--- src/rtl/convolution_sequencer.sv ---
// rtl/convolution_sequencer.sv - loads window/kernel elements, fires matrix accelerators, reduces per-channel results
//
// Ports:
//   clk, rst_n          clock and synchronous active-low reset
//   s_valid/s_ready     load beat handshake; s_window/s_kernel carry one element per beat
//   multiplier_out      flat CHANNELS*KK*DATA_WIDTH bus of window elements (beat b at [b*DATA_WIDTH +: DATA_WIDTH])
//   multiplicand_out    flat bus of kernel elements, same packing
//   mStart              one-cycle all-ones start strobe, one bit per element
//   cReady/cSum         per-channel completion flag and 32-bit accumulation
//   m_valid/m_ready     result handshake; m_data is the cross-channel sum, m_error flags a timeout

module convolution_sequencer #(
    parameter int DATA_WIDTH     = 32,
    parameter int KERNEL_SIZE    = 3,
    parameter int CHANNELS       = 1,
    parameter int TIMEOUT_CYCLES = 1024
) (
    input  logic                                               clk,
    input  logic                                               rst_n,
    input  logic                                               s_valid,
    output logic                                               s_ready,
    input  logic [DATA_WIDTH-1:0]                              s_window,
    input  logic [DATA_WIDTH-1:0]                              s_kernel,
    output logic [CHANNELS*KERNEL_SIZE*KERNEL_SIZE*DATA_WIDTH-1:0] multiplier_out,
    output logic [CHANNELS*KERNEL_SIZE*KERNEL_SIZE*DATA_WIDTH-1:0] multiplicand_out,
    output logic [KERNEL_SIZE*KERNEL_SIZE-1:0]                 mStart,
    input  logic [CHANNELS-1:0]                                cReady,
    input  logic [CHANNELS*32-1:0]                             cSum,
    output logic                                               m_valid,
    input  logic                                               m_ready,
    output logic [31:0]                                        m_data,
    output logic                                               m_error
);

    localparam int KK = KERNEL_SIZE * KERNEL_SIZE;
    localparam int NB = CHANNELS * KK;
    localparam int BW = (NB > 1) ? $clog2(NB) : 1;
    localparam int CW = (CHANNELS > 1) ? $clog2(CHANNELS) : 1;
    localparam int TW = $clog2(TIMEOUT_CYCLES + 1);

    typedef enum logic [2:0] {
        LOAD,
        FIRE,
        WAIT,
        REDUCE,
        OUTPUT
    } state_t;

    state_t              state;
    logic [BW-1:0]       beat;
    logic [CHANNELS-1:0] seen;
    logic [TW-1:0]       tcnt;
    logic [CW-1:0]       ridx;
    logic [31:0]         acc;
    logic [31:0]         ch_reg [CHANNELS];

    // Includes this cycle's captures so completion is recognised without an extra cycle.
    logic [CHANNELS-1:0] seen_next;
    assign seen_next = seen | cReady;

    always_ff @(posedge clk) begin
        if (!rst_n) begin
            state            <= LOAD;
            beat             <= '0;
            s_ready          <= 1'b1;
            mStart           <= '0;
            m_valid          <= 1'b0;
            m_data           <= '0;
            m_error          <= 1'b0;
            multiplier_out   <= '0;
            multiplicand_out <= '0;
            seen             <= '0;
            tcnt             <= '0;
            ridx             <= '0;
            acc              <= '0;
            for (int n = 0; n < CHANNELS; n++) begin
                ch_reg[n] <= '0;
            end
        end else begin
            case (state)
                LOAD: begin
                    if (s_valid && s_ready) begin
                        multiplier_out[beat*DATA_WIDTH +: DATA_WIDTH]   <= s_window;
                        multiplicand_out[beat*DATA_WIDTH +: DATA_WIDTH] <= s_kernel;
                        if (int'(beat) == NB - 1) begin
                            beat    <= '0;
                            s_ready <= 1'b0;
                            mStart  <= '1;
                            state   <= FIRE;
                        end else begin
                            beat <= beat + 1'b1;
                        end
                    end
                end

                FIRE: begin
                    mStart <= '0;
                    seen   <= '0;
                    tcnt   <= '0;
                    state  <= WAIT;
                end

                WAIT: begin
                    // First cReady per channel wins; repeats are ignored via seen.
                    for (int n = 0; n < CHANNELS; n++) begin
                        if (cReady[n] && !seen[n]) begin
                            ch_reg[n] <= cSum[n*32 +: 32];
                        end
                    end
                    seen <= seen_next;
                    tcnt <= tcnt + 1'b1;
                    // Completion is checked first so it wins over a same-cycle expiry.
                    if (&seen_next) begin
                        acc   <= '0;
                        ridx  <= '0;
                        state <= REDUCE;
                    end else if (int'(tcnt) + 1 >= TIMEOUT_CYCLES) begin
                        m_valid <= 1'b1;
                        m_error <= 1'b1;
                        m_data  <= '0;
                        state   <= OUTPUT;
                    end
                end

                REDUCE: begin
                    // Channel registers shift down so the adder only ever reads ch_reg[0].
                    acc <= acc + ch_reg[0];
                    for (int n = 0; n < CHANNELS - 1; n++) begin
                        ch_reg[n] <= ch_reg[n+1];
                    end
                    if (int'(ridx) == CHANNELS - 1) begin
                        m_valid <= 1'b1;
                        m_error <= 1'b0;
                        m_data  <= acc + ch_reg[0];
                        state   <= OUTPUT;
                    end else begin
                        ridx <= ridx + 1'b1;
                    end
                end

                OUTPUT: begin
                    if (m_ready) begin
                        m_valid <= 1'b0;
                        s_ready <= 1'b1;
                        beat    <= '0;
                        state   <= LOAD;
                    end
                end

                default: begin
                    state <= LOAD;
                end
            endcase
        end
    end

endmodule

--- config.mk ---
export PLATFORM = sky130hd
export DESIGN_NAME = convolution_sequencer
export DESIGN_NICKNAME = d
export VERILOG_FILES = /design/src/rtl/convolution_sequencer.sv
export SDC_FILE = /design/constraint.sdc
export NUM_CORES = 1
export LEC_CHECK = 0
export CORE_UTILIZATION = 25
export CTS_BUF_LIST = sky130_fd_sc_hd__clkbuf_4 sky130_fd_sc_hd__clkbuf_8
export CTS_CLUSTER_DIAMETER = 30
export CTS_CLUSTER_SIZE = 24
export DETAILED_ROUTE_END_ITERATION = 16
export DONT_BUFFER_PORTS = 1
export PLACE_DENSITY = 0.36
export REMOVE_ABC_BUFFERS = 1
export SLEW_MARGIN = 20
export SYNTH_ARGS = -nofsm -noshare
export SYNTH_HDL_FRONTEND = slang
export SYNTH_SLANG_ARGS = --single-unit
--- constraint.sdc ---
create_clock -name clk -period 4.2 [get_ports clk]
set_input_delay 0.63 -clock clk [delete_from_list [all_inputs] [get_ports clk]]
set_output_delay 0.63 -clock clk [all_outputs]
set_load 0.02 [all_outputs]
==> results.txt <==
max cap viols - 0
Slew HR - 0.254
synthesized area - 27600 sq um
crit path DAT - 4.25 ns
CP max stage delay - 0.76 ns
Tcrit/Tclk final - 0.831
Die Ht - 334 um
Syn Inst Count - 3425
Top Registers - multiplicand_out (288), multiplier_out (288)
Worst Hold Class - in2reg
Syn-to-layout area delta - 24.0%
Post-Layout Cell Count - 5051
CP endpoint kind - flop
gr ovfl total - 0
Seq/Total Area, Yosys - 0.516
Setup TNS - 0 ns
Via-to-Cell Ratio - 4.92
fillcell total - 11549
Setup violations, final - 0
IO buf count - 0
layout cells sized above 1 - 0.123
H-tree depth - 4
Post-synth EDFFs - 32
Design Power - 0.0189 W
Residual DRC - 0
Fin Hold WS - 0.0936 ns
I/O pin count - 721
Worst EP required - 4.96 ns
final core occ - 0.313
Max Transition Viols Final - 0
Leak Pwr - 11.7 nW
CTS max path bufs - 3
Reg clk slew, reported paths - 0.05 ns
Syn Area/Cell - 8.06 sq um
min cycle time layout - 3.49 ns
synth top area cells - dfxtp_1 (48%), a21oi_1 (11%), nand2_1 (9.6%), nand3_1 (9.2%), clkbuf_1 (3.8%)
Synth cell types - 72
CTS Sinks - 695
starting density of the core - 0.253
Yosys top cell area share - 0.481
clk_lat worst skew - 0.87 ns
antenna-violating nets left - 0
critical setup path kind - reg2reg
status - completed
Post-Route Skew - 0.0773 ns
Final Hold Violating Endpoints - 0
RSZ-0062 raised after global routing - false
drt wl/cell - 25.2 um
synthesized flop and latch total - 695
Layout Nets - 3551
Detailed Route Iter0 Violations - 1679
largest net degree at the start of global routing - 212
Peak supply drop - 0.417 mV
first-pass GRT wire length - 180000 um
Core Region - 109000 sq um
die footprint - 112000 sq um
TritonCTS buffer count - 192
Synth Warn # - 0
HPWL Detailed - 78400 um
Post-CTS Resized - 0
Vias - 24828
FMAX - 0.286 GHz
critical-path cell list - inv_1, ha_1, nor2b_2, nand2_1, a21boi_1, nand4_1, buf_12, nand2_1, o21ai_0, and2_1, dlygate4sd3_1
Overall Global Routing Usage - 0.220
Routed Wire Length - 127000 um
CP Launch Type - flop
PD cells - 553 nW/um^2
Root Driver - clkbuf_8
Worst-Margin Slew - 1.12 ns
Synth area leader - dfxtp_1
Synth Flop Type - dfxtp_1
setup repair bufs after CTS - 0
CP max FO - 116
Placed Instances - 4592
Final Wtd Congestion - 0.763
CP max-delay cell - a21boi_1
CTS tree - built
first-pass detailed-route iteration total - 6
crit-path most repeated cell - nand2_1
antenna violations before repair - 7
number of global-route vias before repair - 23765
Cell Rows - 121
FFs w/ async S/R, synth - 0
Die X - 334 um
[per-stage QoR]
step                area [sq um]  setup slack (ns)
finish                     34200             0.708
detailed placement         28600             0.890
floorplan                  26100            -15.33
global route               34200             0.460
CTS                        34200             0.756
global placement           28600             0.998
[final timing paths]
path | slack (ns) | endpoint | cells past startpoint | start
setup / recovery | 0.71 | multiplier_out[205] | 11 | beat[0]
hold / removal | 0.09 | multiplier_out[203] | 3 | s_window[11]
setup reg to reg | 0.71 | multiplier_out[205] | 11 | beat[0]
hold reg to reg | 0.45 | acc[31] | 2 | acc[31]
[repair_timing]
| action | 4_1_cts | 5_1_grt |
|---|---|---|
| endpoints found under the hold margin | 612 | 0 |
| endpoints found under the setup margin | 0 | 0 |
| hold buffers | 103 | 0 |
[worst max-delay path, delay by kind of cell (launching register included)]
family | cells | cell delay, ns
AOI/OAI and AO/OA | 2 | 0.84
adders and majority gates | 1 | 0.16
buffers and inverters | 3 | 0.90
DFF | 1 | 0.38
and+or+nand+nor | 5 | 1.04
[per-layer routing]
layer  vias up  track usage  share of wire
met5         -            0        0.00028
met4         4       0.0923          0.038
met1     11907        0.252           0.40
met3       223       0.0951           0.10
li1      11778            -              -
met2       916        0.355           0.46
[cells by family after synthesis]
family / after synthesis / synth area share
xor+xnor: 21 / 0.00716
buf+inv: 367 / 0.0547
compound gates: 772 / 0.152
fa+ha+maj: 37 / 0.0171
mux: 8 / 0.00299
simple gates: 1525 / 0.250
flops: 695 / 0.516
[cell usage in the layout, fill, tap and decap left out, types with 10 or more instances in the layout]
| cell type | instances |
|---|---|
| nor3_1 | 45 |
| nand2_1 | 702 |
| a21o_1 | 23 |
| buf_4 | 32 |
| dlygate4sd3_1 | 101 |
| nand3_1 | 508 |
| ha_1 | 36 |
| and2_1 | 73 |
| inv_1 | 13 |
| buf_12 | 13 |
| nor2_1 | 93 |
| clkinv_2 | 36 |
| a21oi_1 | 609 |
| xnor2_1 | 13 |
| nand4_1 | 38 |
| clkbuf_8 | 227 |
| bufinv_16 | 22 |
| a22o_1 | 14 |
| clkbuf_4 | 44 |
| edfxtp_1 | 32 |
| and3_1 | 10 |
| dfxtp_1 | 661 |
| o21ai_0 | 59 |
[power breakdown]
| group | leakage (nW) | internal, W | switching, W |
|---|---|---|---|
| Clock | 2.38 | 0.00670 | 0.00376 |
| Sequential | 5.67 | 0.00673 | 0.000105 |
| Combinational | 3.63 | 0.000318 | 0.00130 |
[synth_stat cells (23+ instances only)]
cell type	instances
nor2_1	96
a21oi_1	609
nand4_1	38
nor3_1	46
dfxtp_1	663
edfxtp_1	32
nand3_1	508
buf_2	56
o21ai_0	60
ha_1	36
a21o_1	23
and2_1	76
nand2_1	706
clkbuf_1	276
[final cells by class]
class | instances | area [sq um] | share of cell area
Clock inverter | 80 | 1110 | 0.0323
Clock buffer | 271 | 3450 | 0.101
Timing Repair Buffer | 147 | 1540 | 0.0450
Tap cell | 1476 | 1850 | 0.0540
Sequential cell | 695 | 14200 | 0.416
Multi-Input combinational cell | 2363 | 12000 | 0.349
Inverter | 14 | 60.1 | 0.00176
Antenna cell | 5 | 12.5 | 0.000366
Note: power is estimated with default switching activity, not from simulation.
